<file path="src/rtl/lsf_mul_round_sat_pipe.sv">
// Pipelined signed multiply with round-half-up right shift and OUT_WIDTH range limiting.
// Define LSF_MUL_ROUND_SAT_PIPE_SAT_EN to clamp out-of-range results; otherwise p wraps.
module lsf_mul_round_sat_pipe #(
    parameter int A_WIDTH   = 15,
    parameter int B_WIDTH   = 22,
    parameter int OUT_WIDTH = 35,
    parameter int SHIFT     = 0,
    parameter int NUM_STAGE = 2,
    parameter int TAG_WIDTH = 8
) (
    input  logic                        clk,
    input  logic                        reset,
    input  logic                        ce,
    input  logic                        in_valid,
    input  logic signed [A_WIDTH-1:0]   a,
    input  logic signed [B_WIDTH-1:0]   b,
    input  logic        [TAG_WIDTH-1:0] in_tag,
    output logic                        out_valid,
    output logic signed [OUT_WIDTH-1:0] p,
    output logic        [TAG_WIDTH-1:0] out_tag,
    output logic                        ovf
);

    localparam int PW = A_WIDTH + B_WIDTH;
    localparam int RW = PW + 1;
    localparam int MW = (RW > OUT_WIDTH) ? RW : OUT_WIDTH;
    localparam int RS = (SHIFT > 0) ? SHIFT - 1 : 0;
    localparam logic [RW-1:0] RND_K = (SHIFT > 0) ? ({{(RW-1){1'b0}}, 1'b1} << RS) : '0;
    localparam logic signed [MW-1:0] P_MAX = {{(MW-OUT_WIDTH+1){1'b0}}, {(OUT_WIDTH-1){1'b1}}};
    localparam logic signed [MW-1:0] P_MIN = ~P_MAX;

    // One guard bit above the product keeps the rounding add from overflowing.
    function automatic logic signed [MW-1:0] round_shift(input logic signed [PW-1:0] x);
        logic signed [RW-1:0] t;
        t = RW'(x);
        t = t + $signed(RND_K);
        t = t >>> SHIFT;
        return MW'(t);
    endfunction

    function automatic logic range_ovf(input logic signed [MW-1:0] r);
        return (r > P_MAX) || (r < P_MIN);
    endfunction

    function automatic logic signed [OUT_WIDTH-1:0] range_limit(input logic signed [MW-1:0] r);
`ifdef LSF_MUL_ROUND_SAT_PIPE_SAT_EN
        if (r > P_MAX) return P_MAX[OUT_WIDTH-1:0];
        if (r < P_MIN) return P_MIN[OUT_WIDTH-1:0];
`endif
        return r[OUT_WIDTH-1:0];
    endfunction

    logic signed [PW-1:0]        a_x, b_x, prod_c;
    logic signed [MW-1:0]        r_c;
    logic        [NUM_STAGE-1:1] vld_p;
    logic signed [PW-1:0]        prod_p [1:NUM_STAGE-1];
    logic        [TAG_WIDTH-1:0] tag_p  [1:NUM_STAGE-1];

    assign a_x    = PW'(a);
    assign b_x    = PW'(b);
    assign prod_c = a_x * b_x;
    assign r_c    = round_shift(prod_p[NUM_STAGE-1]);

    always_ff @(posedge clk or posedge reset) begin
        if (reset) begin
            vld_p     <= '0;
            for (int i = 1; i < NUM_STAGE; i++) begin
                prod_p[i] <= '0;
                tag_p[i]  <= '0;
            end
            out_valid <= 1'b0;
            p         <= '0;
            out_tag   <= '0;
            ovf       <= 1'b0;
        end else if (ce) begin
            // Stage 1: full-width product
            vld_p[1]  <= in_valid;
            prod_p[1] <= prod_c;
            tag_p[1]  <= in_tag;
            // Stages 2..NUM_STAGE-1: retiming
            for (int i = 2; i < NUM_STAGE; i++) begin
                vld_p[i]  <= vld_p[i-1];
                prod_p[i] <= prod_p[i-1];
                tag_p[i]  <= tag_p[i-1];
            end
            // Final stage: round, range-limit, flag
            out_valid <= vld_p[NUM_STAGE-1];
            p         <= range_limit(r_c);
            out_tag   <= tag_p[NUM_STAGE-1];
            ovf       <= vld_p[NUM_STAGE-1] & range_ovf(r_c);
        end
    end

endmodule

</file>
<file path="config.mk">
export PLATFORM = sky130hd
export DESIGN_NAME = lsf_mul_round_sat_pipe
export DESIGN_NICKNAME = d
export VERILOG_FILES = /design/src/rtl/lsf_mul_round_sat_pipe.sv
export SDC_FILE = /design/constraint.sdc
export NUM_CORES = 1
export LEC_CHECK = 0
export ABC_AREA = 1
export BUFFER_PORTS_ARGS = -buffer_cell sky130_fd_sc_hd__buf_2
export CELL_PAD_IN_SITES_DETAIL_PLACEMENT = 1
export CELL_PAD_IN_SITES_GLOBAL_PLACEMENT = 1
export CORE_MARGIN = 8
export CORE_UTILIZATION = 52
export CTS_CLUSTER_DIAMETER = 60
export DETAILED_ROUTE_END_ITERATION = 10
export GPL_ROUTABILITY_DRIVEN = 0
export PLACE_DENSITY = 0.95
export SLEW_MARGIN = 20
export SYNTH_ARGS = -nofsm -noshare
export SYNTH_HDL_FRONTEND = slang
export SYNTH_SLANG_ARGS = --single-unit
</file>
<file path="constraint.sdc">
create_clock -name clk -period 5.5 [get_ports clk]
set_input_delay 0.275 -clock clk [delete_from_list [all_inputs] [get_ports clk]]
set_output_delay 0.275 -clock clk [all_outputs]
set_load 0.02 [all_outputs]
</file>
==> summary.txt, run 1 <==
Outcome
  – Status: did not finish
  – Stopped at: 5_1_grt
  – Tool error: [ERROR GRT-0232] Routing congestion too high. Check the congestion heatmap in the GUI.

Clock network
  – Max Root-Sink Buffers: 2
  – Root buffer cell: clkbuf_16
  – Clock Sinks: 91
  – CTS Buf Count: 9
  – Max H-tree Level: 3

Floorplanning
  – Starting Density: 52.7%
  – Die Wd: 192 um
  – Io pins: 94
  – Die Ht: 192 um
  – # rows: 64

GRT
  – Global route overflow: 15
  – Largest net degree at the start of global routing: 79
  – Global-route usage over all layers: 61.4%
  – Antenna violations before repair: 10

Placed design
  – Port Buffers: 93
  – HPWL after DPL: 49000 um
  – Dpl cell area: 17400 um^2
  – Setup slack at placement: -0.626 ns

Synthesis
  – Flops & latches, synth: 91
  – Ys Warns: 0
  – Sequential share of the synthesized area: 14.1%
  – Synthesized net count: 2527
  – Async S/R FF share, synth: 100%
  – Post-synth EDFFs: 0
  – Ys flop type: dfrtp_1
  – Syn Area/Cell: 7.79 um^2
  – Cell count after synthesis: 2069
  – Cell Area, Synth: 16100 um^2
  – Synth unique cells: 37

Timing
  – GR repair worst EP: prod_p[35]$_DFFE_PP0P_/D
  – Worst ep type: sequential cell input
## cell families after synthesis
| group | synth area share [%] |
|---|---|
| buffers and inverters | 15.0 |
| AND/OR/NAND/NOR | 20.9 |
| XOR/XNOR | 0.924 |
| adder cells (fa/ha/maj) | 46.3 |
| flip-flops | 14.1 |
| AO/OA/AOI/OAI | 2.80 |
## cells in the mapped netlist, types with 4 or more instances
cell,count,share of area [%]
nand2_1,672,16
inv_1,558,13
fa_1,313,39
ha_1,96,7.5
dfrtp_1,91,14
clkbuf_1,65,1.5
nand3_1,54,1.7
nor2_1,49,1.1
o21ai_0,47,1.5
a21oi_1,25,0.78
xnor2_1,15,0.82
nand2_2,13,0.50
inv_2,10,0.23
o21ai_1,7,0.22
nand4_1,6,0.23
nor2_2,6,0.23
buf_2,5,0.16
or2_2,5,0.19
nor3_2,4,0.25
## through the flow
| step | setup TNS, ns | cells |
|---|---|---|
| 2_1_floorplan | 0 | 2069 |
| 3_3_place_gp | -1.03 | 2561 |
| 3_5_place_dp | -9.91 | 2561 |
| 4_1_cts | -0.00697 | 2586 |
## layer usage
layer,GRT overflow,global-route usage [%]
met4,6,62.8
met5,0,12.6
met1,0,59.6
met3,0,46.6
met2,9,78.8
## timing repair
| action | 4_1_cts |
|---|---|
| pin swaps | 11 |
| setup buffers | 7 |
| resized for setup | 59 |
| cloned | 1 |
| hold endpoints to repair | 28 |
| hold buffers | 1 |
| endpoints found under the setup margin | 19 |
==> run 2, diff against run 1 <==
- CELL_PAD_IN_SITES_DETAIL_PLACEMENT: 1 -> unset
- CELL_PAD_IN_SITES_GLOBAL_PLACEMENT: 1 -> unset
- CORE_UTILIZATION: 52 -> 40
- CTS_CLUSTER_DIAMETER: 60 -> unset
- PLACE_DENSITY: 0.95 -> unset
- PLACE_DENSITY_LB_ADDON: unset -> 0.15
==> summary.txt, run 2 <==
Synthesis
  – Ys flop type: dfrtp_1 (unchanged)
  – Synthesized net count: 2527 (unchanged)
  – Cell count after synthesis: 2069 (unchanged)
  – Synth top cells by count: 672 x nand2_1, 558 x inv_1, 313 x fa_1 (unchanged)
  – Post-synth EDFFs: 0 (unchanged)
  – Ys Warns: 0 (unchanged)
  – Top cells by area, synth: fa_1 39%, nand2_1 16%, dfrtp_1 14% (unchanged)
  – Post-synth top area share: 38.9% (unchanged)
  – Flops & latches, synth: 91 (unchanged)
  – Cell with the most instances after synthesis: nand2_1 (unchanged)
  – Yosys top cell by area: fa_1 (unchanged)
  – Async S/R FF share, synth: 100% (unchanged)
  – Syn Area/Cell: 7.79 um^2 (unchanged)
  – Synth unique cells: 37 (unchanged)
  – Sequential share of the synthesized area: 14.1% (unchanged)
  – Cell Area, Synth: 16100 um^2 (unchanged)

Clock network
  – CTS tree: yes
  – CTS Buf Count: 9 (unchanged)
  – Max H-tree Level: 3 (unchanged)
  – Root buffer cell: clkbuf_16 (unchanged)
  – Max Root-Sink Buffers: 2 (unchanged)
  – Clock Latency Late Sink: 0.34 ns
  – Clock Sinks: 91 (unchanged)
  – Clk slew on worst S/H paths: 0.07 ns
  – Postcts setup bufs: 0 (was 7)

Timing
  – Fmax: 193 MHz
  – Period utilisation layout: 94.3%
  – Slew Viols, Final: 0
  – Worst Clk Skew: 0.00983 ns
  – Final hold vios: 0
  – Final setup fails: 0
  – Actual transition at the worst max-transition pin: 0.874 ns
  – Slew HR: 41.8%
  – RSZ-0062 raised after global routing: no
  – Crit path time final: 5.18 ns
  – Fin Setup TNS: 0 ns

GRT
  – Antenna violations before repair: 0
  – Vias in the first global route: 14000
  – Largest net degree at the start of global routing: 82
  – Global-route usage over all layers: 17.6%
  – Global route overflow: 0
  – First-pass GRT wire length: 68200 um

Floorplanning
  – # rows: 73 (was 64)
  – Starting Density: 40.6% (was 52.7%)
  – Io pins: 94 (unchanged)
  – Die Ht: 217 um (was 192 um)
  – Die Area: 47000 um^2
  – Core footprint: 39700 um^2
  – Die Wd: 217 um (was 192 um)

Placed design
  – HPWL after DPL: 34100 um (was 49000 um)
  – Placed insts: 2729 (was 2561)
  – Port Buffers: 93 (unchanged)

Finish
  – # diodes: 0
  – Commonest non-fill, non-tap cell in the layout: nand2_1
  – Final nets: 2674
  – Top Registers: prod_p (37), p (35)
  – Layout cells sized above 1: 12.6%
  – Synth-to-layout area growth: 13.2%
  – Final core occ: 45.9%
  – Final Non-Filler Cells: 2746
  – Biggest register: prod_p
  – Most frequent cells in the layout: 671 x nand2_1, 556 x inv_1, 312 x fa_1, 107 x buf_4, 95 x ha_1
  – Max FFs per register: 37

Worst setup path
  – Crit Path Category: in2reg
  – CP Launch Type: input port
  – Delay-heaviest family, CP: adder cells
  – Cell repeated most along the worst path: nand2_1
  – Flop2flop setup slack: 4.11 ns
  – CP Capture Type: flop
  – Critical path data required time: 5.74 ns
  – CP Buf/Inv Count: 5
  – Worst Path Max Fanout: 16
  – Arrival @ worst endpoint: 5.42 ns
  – Worst path slowest cell: fa_1
  – Crit-path cells: buf_2 -> nand2_1 -> fa_1 -> inv_1 -> fa_1 -> buf_4 -> fa_1 -> fa_1 -> fa_1 -> inv_1 -> fa_1 -> inv_1 -> ha_1 -> nand2_1 -> nor2_1 -> nand2_1 -> nor3_1 -> nand2_1 -> nand2_1 -> nand2_1 -> nand3_1 -> nand2_1
  – Slowest Stage Delay on Critical Path: 0.56 ns

Routing
  – DRC: 0
  – Vias per inst: 4.62
  – Final wirelength: 39100 um
  – DR WL/cell: 14.3 um
  – Pre-antenna DRT Iters: 5
  – Vias: 12700
  – DR iter-0 viols: 685
  – Post-route ant nets: 0

Outcome
  – Status: finished clean (was did not finish)

Min path
  – Worst min path class: in2reg

Job
  – Max-cap violations: 0
## run 2: cell counts after synthesis
No cell type changed its count.
## run 2: stage by stage
step | worst slack (ns) | hold WS, ns | cell area, um^2
after global placement | -0.127 | 0.273 | 17900
final | 0.316 | 0.136 | 18200
after detailed placement | -0.180 | 0.276 | 17900
after CTS | 0.168 | 0.124 | 18200
after floorplan | 0.182 | 0.392 | 16100
after global routing | 0.00759 | 0.153 | 18200
## run 2: worst paths after layout
check | depth (start not counted) | start | endpoint
worst max-delay path | 22 | a[3] | prod_p[34]
worst min-delay path | 3 | in_tag[7] | tag_p[7]
min in group asynchronous | 3 | reset | out_tag[3]
worst max register to register | 3 | prod_p[35] | ovf
worst min register to register | 2 | p[27] | p[27]
max in group asynchronous | 4 | reset | prod_p[29]
## run 2: area by class of cell
class / instances / area [um^2]
clock buffer: 9 / 225
clock inverter: 7 / 83.8
fill: 4056 / 21500
inverter: 568 / 2130
multi-input combinational: 1338 / 11400
sequential: 91 / 2280
tap: 525 / 657
timing repair buffer: 208 / 1430
## run 2: worst reg2reg max path, cell delays in order, from the launching register on
cell	delay, ns
dfrtp_1	0.41
or2_2	0.30
o21ai_0	0.40
o21ai_0	0.14
## run 2: layer usage
layer  vias up  wire length (um)  GRT usage, %
met2       244             20300          33.0
li1       6156                 -             -
met1      6234             16700          21.6
met3        62              1200          1.75
met4         0               935          4.17
met5         -                 0             0
## run 2: cells by family (layout without fill, tap and decap cells)
kind of cell | count (synthesis) | in the layout | share of synthesized area [%]
and+or+nand+nor | 826 | 826 | 20.9
adders and majority gates | 409 | 409 | 46.3
xor gates and xnor gates | 17 | 17 | 0.924
DFF | 91 | 91 | 14.1
buffers and inverters | 640 | 792 | 15.0
AOI/OAI and AO/OA | 86 | 86 | 2.80
## run 2: what timing repair did
action                                  in CTS  in global routing
hold buffers                                 1                  0
gates resized for setup                      0                 10
endpoints found under the setup margin       0                 10
hold endpoints to repair                    23                  0
Power of run 2 is left out: the tool's default activity adds up to more than one toggle a clock period on the data nets, which glitch-free logic cannot reach.
